==> config.mk <==
export PLATFORM = sky130hd
export DESIGN_NAME = issue_scheduler
export DESIGN_NICKNAME = d
export VERILOG_FILES = /design/src/rtl/issue_scheduler_pkg.sv /design/src/rtl/issue_hazard_check.sv /design/src/rtl/issue_scheduler.sv
export SDC_FILE = /design/constraint.sdc
export NUM_CORES = 1
export LEC_CHECK = 0
export CORE_MARGIN = 5
export CORE_UTILIZATION = 49
export CTS_CLUSTER_SIZE = 12
export DETAILED_ROUTE_END_ITERATION = 16
export PLACE_DENSITY = 0.94
export SLEW_MARGIN = 15
export SYNTH_ARGS = -nofsm -noshare
export SYNTH_HDL_FRONTEND = slang
export SYNTH_SLANG_ARGS = --single-unit
==> constraint.sdc <==
create_clock -name i_clk -period 5.16 [get_ports i_clk]
set_input_delay 0.516 -clock i_clk [delete_from_list [all_inputs] [get_ports i_clk]]
set_output_delay 0.516 -clock i_clk [all_outputs]
set_load 0.01 [all_outputs]
==> src/rtl/issue_scheduler_pkg.sv <==
// Shared types and helper functions for the dual-issue scheduler.
// Decode slot layout, scheduler state encoding and hazard predicates.
package issue_scheduler_pkg;

  localparam int DEC_AW = 5;

  typedef struct packed {
    logic [DEC_AW-1:0] ARegAddrSrc0;
    logic [DEC_AW-1:0] ARegAddrSrc1;
    logic [DEC_AW-1:0] ARegAddrDst;
    logic              RegWrite;
    logic              MemRead;
    logic              MemWrite;
    logic [11:0]       Imm;
  } decode_struct;

  typedef enum logic [1:0] {
    EMPTY  = 2'd0,
    PAIR   = 2'd1,
    B_ONLY = 2'd2
  } issue_state_e;

  // Register x0 is hardwired, so it never creates a dependency.
  function automatic logic reads_reg(decode_struct d, logic [DEC_AW-1:0] addr);
    return (addr != '0) && ((d.ARegAddrSrc0 == addr) || (d.ARegAddrSrc1 == addr));
  endfunction

  function automatic logic is_mem(decode_struct d);
    return d.MemRead || d.MemWrite;
  endfunction

  function automatic logic is_writer(decode_struct d);
    return d.RegWrite && (d.ARegAddrDst != '0);
  endfunction

endpackage

==> src/rtl/issue_hazard_check.sv <==
// Combinational pair hazard classifier: decides whether a held pair
// stalls for a load-use bubble, splits into two single issues, or
// dual-issues.
module issue_hazard_check
  import issue_scheduler_pkg::*;
(
  input  decode_struct      a,
  input  decode_struct      b,
  input  logic              lu_valid,
  input  logic [DEC_AW-1:0] lu_dst,
  output logic              bubble,
  output logic              split,
  output logic              dual
);

  logic raw;
  logic mem_conflict;
  logic waw;
  logic lu_b;
  logic unused_imm;

  assign unused_imm = ^{a.Imm, b.Imm};

  // Bubble outranks split, split outranks dual; exactly one is set.
  always_comb begin
    raw          = is_writer(a) && reads_reg(b, a.ARegAddrDst);
    mem_conflict = is_mem(a) && is_mem(b);
    waw          = is_writer(a) && is_writer(b) && (a.ARegAddrDst == b.ARegAddrDst);
    lu_b         = lu_valid && reads_reg(b, lu_dst);
    bubble       = lu_valid && reads_reg(a, lu_dst);
    split        = !bubble && (raw || mem_conflict || waw || lu_b);
    dual         = !bubble && !split;
  end

endmodule

==> src/rtl/issue_scheduler.sv <==
// Dual-issue in-order scheduler holding one decoded pair (A older than B).
// Optional macro ISSUE_PERF_CNT_EN adds saturating dual/single/bubble
// performance counters; scheduling is identical either way.
module issue_scheduler
  import issue_scheduler_pkg::*;
#(
  parameter int REG_AW = 5
`ifdef ISSUE_PERF_CNT_EN
  ,
  parameter int CNT_W  = 32
`endif
) (
  input  logic         i_clk,
  input  logic         i_rst,
  input  logic         i_valid,
  output logic         o_ready,
  input  decode_struct i_decA,
  input  decode_struct i_decB,
  input  logic         i_stall,
  output logic         o_issueA_valid,
  output decode_struct o_issueA,
  output logic         o_issueB_valid,
  output decode_struct o_issueB
`ifdef ISSUE_PERF_CNT_EN
  ,
  output logic [CNT_W-1:0] o_cnt_dual,
  output logic [CNT_W-1:0] o_cnt_single,
  output logic [CNT_W-1:0] o_cnt_bubble
`endif
);

  issue_state_e      state;
  decode_struct      held_a;
  decode_struct      held_b;
  logic              lu_valid;
  logic [REG_AW-1:0] lu_dst;

  logic hz_bubble;
  logic hz_split;
  logic hz_dual;
  logic b_bubble;
  logic drain;
  logic accept;
  logic load_a;
  logic load_b;

  issue_hazard_check u_hazard (
    .a        (held_a),
    .b        (held_b),
    .lu_valid (lu_valid),
    .lu_dst   (lu_dst),
    .bubble   (hz_bubble),
    .split    (hz_split),
    .dual     (hz_dual)
  );

  assign b_bubble = lu_valid && reads_reg(held_b, lu_dst);

  // Lane selection from held contents; a stall suppresses all issue.
  always_comb begin
    o_issueA_valid = 1'b0;
    o_issueA       = '0;
    o_issueB_valid = 1'b0;
    o_issueB       = '0;
    drain          = 1'b0;
    if (!i_stall) begin
      case (state)
        PAIR: begin
          if (hz_bubble) begin
            drain = 1'b0;
          end else if (hz_split) begin
            o_issueA_valid = 1'b1;
            o_issueA       = held_a;
          end else if (hz_dual) begin
            o_issueA_valid = 1'b1;
            o_issueA       = held_a;
            o_issueB_valid = 1'b1;
            o_issueB       = held_b;
            drain          = 1'b1;
          end
        end
        B_ONLY: begin
          if (!b_bubble) begin
            o_issueA_valid = 1'b1;
            o_issueA       = held_b;
            drain          = 1'b1;
          end
        end
        default: drain = 1'b0;
      endcase
    end
  end

  assign o_ready = (state == EMPTY) || drain;
  assign accept  = i_valid && o_ready;
  assign load_a  = o_issueA_valid && o_issueA.MemRead && (o_issueA.ARegAddrDst != '0);
  assign load_b  = o_issueB_valid && o_issueB.MemRead && (o_issueB.ARegAddrDst != '0);

  // State, held pair and load-use tracker; everything freezes under stall
  // except an accept into an empty scheduler.
  always_ff @(posedge i_clk) begin
    if (i_rst) begin
      state    <= EMPTY;
      held_a   <= '0;
      held_b   <= '0;
      lu_valid <= 1'b0;
      lu_dst   <= '0;
    end else begin
      if (accept) begin
        state  <= PAIR;
        held_a <= i_decA;
        held_b <= i_decB;
      end else if (!i_stall) begin
        if (drain) begin
          state <= EMPTY;
        end else if ((state == PAIR) && hz_split) begin
          state <= B_ONLY;
        end
      end
      if (!i_stall) begin
        if (load_a) begin
          lu_valid <= 1'b1;
          lu_dst   <= o_issueA.ARegAddrDst;
        end else if (load_b) begin
          lu_valid <= 1'b1;
          lu_dst   <= o_issueB.ARegAddrDst;
        end else begin
          lu_valid <= 1'b0;
        end
      end
    end
  end

`ifdef ISSUE_PERF_CNT_EN
  logic ev_dual;
  logic ev_single;
  logic ev_bubble;

  assign ev_dual   = !i_stall && (state == PAIR) && hz_dual;
  assign ev_single = !i_stall && (((state == PAIR) && hz_split) || ((state == B_ONLY) && !b_bubble));
  assign ev_bubble = !i_stall && (((state == PAIR) && hz_bubble) || ((state == B_ONLY) && b_bubble));

  // Saturating per-cycle outcome counters.
  always_ff @(posedge i_clk) begin
    if (i_rst) begin
      o_cnt_dual   <= '0;
      o_cnt_single <= '0;
      o_cnt_bubble <= '0;
    end else begin
      if (ev_dual && (o_cnt_dual != '1))     o_cnt_dual   <= o_cnt_dual + 1'b1;
      if (ev_single && (o_cnt_single != '1)) o_cnt_single <= o_cnt_single + 1'b1;
      if (ev_bubble && (o_cnt_bubble != '1)) o_cnt_bubble <= o_cnt_bubble + 1'b1;
    end
  end
`endif

endmodule

==> results of run 1 <==
-- worst max path at each step --
stage                               to  slack [ns]  depth (start not counted)
after floorplan           o_issueA[10]        2.62                          8
after global placement    o_issueB[20]        1.77                          8
after detailed placement  o_issueB[20]        1.68                          8
after CTS                 o_issueB[20]        1.29                          8
after global routing      o_issueB[20]        1.06                          8
final                     o_issueB[20]        1.29                          8
-- critical path: stages, from the launching register on --
cell             delay, ns
dfxtp_1               0.39
or4_4                 0.57
nand2_1               0.08
a2111oi_1             0.06
a31oi_1               0.25
o2111ai_1             0.23
inv_1                 0.64
and2_1                0.25
clkdlybuf4s50_1       0.54
-- placed cells by master (no fill, tap or decap), types with 4 or more instances in the layout --
cell,n
dfxtp_1,68
nor2_1,95
clkbuf_8,10
and2_1,29
a221oi_1,4
mux2i_1,60
inv_1,6
xnor2_1,31
clkdlybuf4s50_1,125
nor3_1,4
nand3_1,8
o22ai_1,4
a22oi_1,31
nor2b_1,6
nand2_1,10
-- final cells by class --
type | count | area share, %
inverters | 6 | 0.438
clock inverters | 5 | 1.46
well taps | 99 | 2.41
multi-input cells | 315 | 41.6
clock buffers | 11 | 2.75
repair buffers | 129 | 24.9
flip-flops and latches | 68 | 26.5
-- logic make-up (layout without fill, tap and decap cells) --
kind of cell    Yosys count  after routing
fa+ha+maj                 3              3
buf+inv                  44            151
flops                    68             68
compound gates           58             58
mux                      60             60
xor+xnor                 34             34
simple gates            160            160
-- cells in the mapped netlist --
master / n / share of area, %
nor2_1: 95 / 9.7
dfxtp_1: 68 / 37
mux2i_1: 60 / 16
a22oi_1: 31 / 6.3
xnor2_1: 31 / 7.4
and2_1: 29 / 4.9
clkbuf_1: 23 / 2.3
nand2_1: 11 / 1.1
nand3_1: 8 / 1.1
buf_2: 6 / 0.81
buf_4: 6 / 1.2
inv_1: 6 / 0.61
nor2b_1: 6 / 1.0
a221oi_1: 4 / 0.95
nor3_1: 4 / 0.54
o22ai_1: 4 / 0.68
ha_1: 3 / 1.0
xor2_1: 3 / 0.71
a21boi_1: 2 / 0.41
a21oi_1: 2 / 0.27
a31oi_1: 2 / 0.34
buf_1: 2 / 0.20
o21ai_0: 2 / 0.27
or3_1: 2 / 0.34
a2111oi_0: 1 / 0.24
a2111oi_1: 1 / 0.27
a211oi_2: 1 / 0.34
a21boi_2: 1 / 0.31
a221oi_2: 1 / 0.41
a311o_1: 1 / 0.27
buf_6: 1 / 0.31
nor2b_4: 1 / 0.37
nor4_1: 1 / 0.17
o2111ai_1: 1 / 0.24
o211a_1: 1 / 0.27
o21a_1: 1 / 0.20
o21bai_1: 1 / 0.20
o22a_1: 1 / 0.24
or2_2: 1 / 0.17
or4_1: 1 / 0.20
or4_4: 1 / 0.31
-- metal layers --
layer  vias up  routed length [um]
li1       1658                   -
met1      1671                4260
met2       183                5600
met3        35                 853
met4         0                 306
met5         -                   0
-- power breakdown --
part           switching [W]  internal, W
Combinational       0.000158     0.000173
Sequential         0.0000506     0.000567
Clock               0.000199     0.000283
-- metrics by stage --
step                power, W  instance area, um^2
detailed placement  0.000957                 4930
CTS                  0.00144                 5140
global placement    0.000942                 4930
finish               0.00143                 5140
floorplan           0.000836                 3680
global route         0.00150                 5140
-- registers in the layout, summed over array words and instances (netlist names) --
| signal | cells |
|---|---|
| lu_dst | 5 |
| state | 2 |
| lu_valid | 1 |
| held_b | 30 |
| held_a | 30 |
==> flow_summary.yaml, run 1 <==
outcome:
  status: "finished clean"
placement:
  placed_cells: 617
  io_buffers: 126
  place_ws_ns: 1.68
  globalplace.congestion: 0.931
  dp_hpwl_mm: 7.77
logic_synthesis:
  ys_seq_area_share_pct: 36.9
  synth_top_family_by_area: "simple AND/OR/NAND/NOR gates"
  synthAdderAreaFrac_pct: 1.02
  synth_warnings: 0
  synth_area_mm2: 0.00368
  synth.distinct_cells: 41
  ys_ff_latch: 68
  synth_compound_area_share_pct: 12.2
  synthCells: 427
  synth_mux_area_share_pct: 16.3
  synth_xor_area_share_pct: 8.08
  synth-simple-area-share_pct: 19.9
  syn_nets: 494
  avgSynthCellArea_um2: 8.63
timing:
  max_slew_margin_pct: 27.1
  worstMarginPinSlew_ns: 1.09
  timing.final.max_slew_violations: 0
  finClkSkew_ns: 0.00970
  finalSetupTns_ns: 0
  post-route-min-period_ns: 3.87
  whs_ns: 0.475
  finalHoldViolCount: 0
  setup_violations: 0
  grt_setup_unrepaired: "false"
  timing.fmax_ghz: 0.259
  fin_ws_ns: 1.29
  period_share_pct: 74.9
critical_path:
  rr_startpoint: "held_b[16]"
  crit_type: "flop to output port"
  crit_start: "held_b[19]"
  cp.required_ns: 4.64
  worstRegToRegCells: 8
  critPathArrivalTime_ns: 3.35
  cp_max_fo: 30
  worst-r2r-setup-slack_ns: 1.95
  critPathLaunchType: "flop"
  worst_setup_path_end_kind: "output port"
  r2r_end: "held_b[27]"
pwr:
  leakage_nw: 2.07
  p_per_area_mw_per_mm2: 278
  irDropWorstVdd_mv: 0.157
global_route:
  overflow: 0
  busiest_layer: "met2"
  grt_max_degree: 70
  grtUsageMet1_pct: 27.2
  met2_usage_pct: 39.9
  grt_pass1_wl_mm: 18.1
  antenna_found_initial: 0
  grt_util_met3_pct: 6.76
  grt_pass1_vias: 3637
  gr-usage-all-layers_pct: 23.2
routing:
  drtIter0Drc: 289
  drtAntennaViolNets: 0
  drc: 0
  routed_via_density: 5.60
  wl_per_cell_um: 17.4
  drt-total-wl_mm: 11.0
  drtPass1Iterations: 6
  detailroute.via_count: 3547
floorplanning:
  fp.coreArea_mm2: 0.00729
  rows: 31
  start_util_pct: 50.5
  die_x_um: 96.7
  dieArea_mm2: 0.00935
  die_h_um: 96.7
  io_pins: 127
cells_and_area:
  final_nets: 596
  syn_to_final_growth_pct: 39.6
  antenna_cells: 0
  regArea_mm2: 0.00136
  drive_gt1_share_pct: 5.24
  fill_cells: 566
  multi_input_area_mm2: 0.00214
  finalNonFillerCells: 633
  final_util_pct: 70.6
flow_run:
  maxCapViolCount: 0
clock_tree:
  cts_max_path_buffers: 2
  cts.clk_slew.worst_paths_ns: 0.08
  cts_resized: 0
  worstSkewPairLatency_ns: 0.34
  post-cts-setup-buffers: 0
  hold_buffers: 0
  cts_root_buf: "clkbuf_8"
  htree_num_levels: 3
  cts_sinks: 68
  cts_tree: "yes"
  numCtsBuffers: 9
worst_hold_path:
  hold_class: "flop to flop"
  hold_path_depth: 2
  hold_start: "lu_valid"
  holdPathEnd: "lu_valid"
Note: power is estimated with default switching activity, not from simulation.
==> run 2: changes to the inputs <==
CORE_UTILIZATION = 46   (was 49)
PLACE_DENSITY = 0.89   (was 0.94)
clock period = 3.9 ns   (was 5.16 ns; I/O delays follow)
==> run 2 against run 1 <==
Compared with the run above:
- first-iteration DRC count down 40%
- largest power group unchanged
- non-clock buffer count up 5
- largest cell class unchanged
- combinational power up 34%
- via count down 1.4%
- clock skew down 0.0023 ns
- total power up 28%
- setup slack worse by 1.2 ns
- critical endpoint is now o_issueA[13]
- die area up 5.8%
==> flow_summary.yaml, run 2 (synthesis gave the netlist of run 1 again) <==
outcome:
  status: "finished clean"
pwr:
  switchingPower_w: 0.000537
  switching_share_pct: 29.4
  power_w: 0.00183
  clock_power_share_pct: 30.9
  p_per_area_mw_per_mm2: 353
  leakage_nw: 2.08
  p_int_w: 0.00129
  sequentialPowerShare_pct: 44.8
  irDropWorstVdd_mv: 0.287
  p_comb_share_pct: 24.3
cells_and_area:
  most-common-layout-cells: "clkdlybuf4s50_1, nor2_1, dfxtp_1, mux2i_1"
  antenna_cells: 0
  final_common_cell: "clkdlybuf4s50_1"
  final_nets: 601
  drive_gt1_share_pct: 5.95
  reg_top3: "held_a x30, held_b x30, lu_dst x5"
  final_util_pct: 66.6
  syn_to_final_growth_pct: 40.3
  finalInstanceArea_mm2: 0.00517
critical_path:
  cp.required_ns: 3.51
  worstPathCellList: "nor4_1, a21boi_1, a21boi_2, a22oi_1, nor2_1, clkdlybuf4s50_1"
  critPathArrivalTime_ns: 3.38
  crit_type: "flop to output port"
  critPathLaunchType: "flop"
  cp_max_fo: 24
  max_stage_delay_ns: 1.02
  worst_setup_path_end_kind: "output port"
  crit_start: "lu_dst[4]"
  rr_startpoint: "lu_dst[4]"
  crit_path_top_delay_cell: "a21boi_2"
floorplanning:
  dieArea_mm2: 0.00990
  rows: 32
  fp.coreArea_mm2: 0.00777
  die_x_um: 99.5
  start_util_pct: 47.4
  io_pins: 127
  die_h_um: 99.5
worst_hold_path:
  hold_start: "lu_valid"
  hold_class: "flop to flop"
timing:
  finalSetupTns_ns: 0
  worstMarginPinSlew_ns: 1.27
  grt_setup_unrepaired: "false"
  finalHoldViolCount: 0
  period_share_pct: 96.5
  timing.final.max_slew_violations: 0
  finClkSkew_ns: 0.00744
  fin_ws_ns: 0.135
  post-route-min-period_ns: 3.77
  timing.fmax_ghz: 0.266
  setup_violations: 0
  max_slew_margin_pct: 15.1
global_route:
  gr-usage-all-layers_pct: 21.8
  grt_pass1_vias: 3543
  grt_pass1_wl_mm: 17.3
  antenna_found_initial: 0
  overflow: 0
  grt_max_degree: 50
routing:
  drc: 0
  drtPass1Iterations: 5
  top_layer: "met4"
  detailroute.via_count: 3496
  wl_met2_mm: 5.20
  routed_via_density: 5.46
  drtIter0Drc: 174
  route.met3.wl_um: 942
  drt-total-wl_mm: 10.7
  wl_per_cell_um: 16.7
  drtAntennaViolNets: 0
  wl_met1_mm: 4.29
placement:
  io_buffers: 126
  place_ws_ns: 0.626
  placed_cell_area_mm2: 0.00498
  globalplace.congestion: 0.938
  dp_hpwl_mm: 7.91
clock_tree:
  cts_resized: 0
  cts_sinks: 68
  htree_num_levels: 3
  worstSkewPairLatency_ns: 0.35
  cts_root_buf: "clkbuf_8"
  numCtsBuffers: 9
  post-cts-setup-buffers: 0
  cts_max_path_buffers: 2
  hold_buffers: 0
  cts_tree: "yes"
  cts.clk_slew.worst_paths_ns: 0.07
flow_run:
  maxCapViolCount: 0
[run 2: routing by layer]
layer / up-vias / global-route usage (%)
met5: - / 0
met4: 0 / 6.93
met3: 31 / 8.13
met2: 164 / 36.6
met1: 1643 / 25.7
li1: 1658 / -
[run 2: cell type report]
type                    instances  area, um^2
clock buffers                  10         138
clock inverters                 5        52.6
fillers                       633        2600
inverters                       6        22.5
multi-input cells             315        2140
flip-flops and latches         68        1360
well taps                     102         128
repair buffers                134        1330
[run 2: critical path, delay by kind of cell (launching register included)]
family,cells,cell delay [ns]
AND/OR/NAND/NOR,2,0.53
AO/OA/AOI/OAI,3,1.52
flip-flops,1,0.40
buffers and inverters,1,0.56
[run 2: path summary, 6_finish.rpt]
check                      end  slack [ns]  depth (start not counted)
setup / recovery  o_issueA[13]        0.13                          6
hold / removal        lu_valid        0.46                          2
setup reg to reg     lu_dst[3]        0.53                          7
hold reg to reg       lu_valid        0.46                          2
[run 2: power by group through the flow]
stage | Clock (W) | Sequential [W] | Combinational (W)
final | 0.000565 | 0.000818 | 0.000443
after global routing | 0.000610 | 0.000825 | 0.000483
after CTS | 0.000576 | 0.000817 | 0.000445
after detailed placement | 0 | 0.000832 | 0.000442
after global placement | 0 | 0.000828 | 0.000428
after floorplan | 0 | 0.000802 | 0.000305
[run 2: per-stage QoR]
stage | hold slack, ns | instances
after floorplan | 0.433 | 427
after global placement | 0.442 | 625
after detailed placement | 0.452 | 625
after CTS | 0.462 | 640
after global routing | 0.497 | 640
final | 0.463 | 640
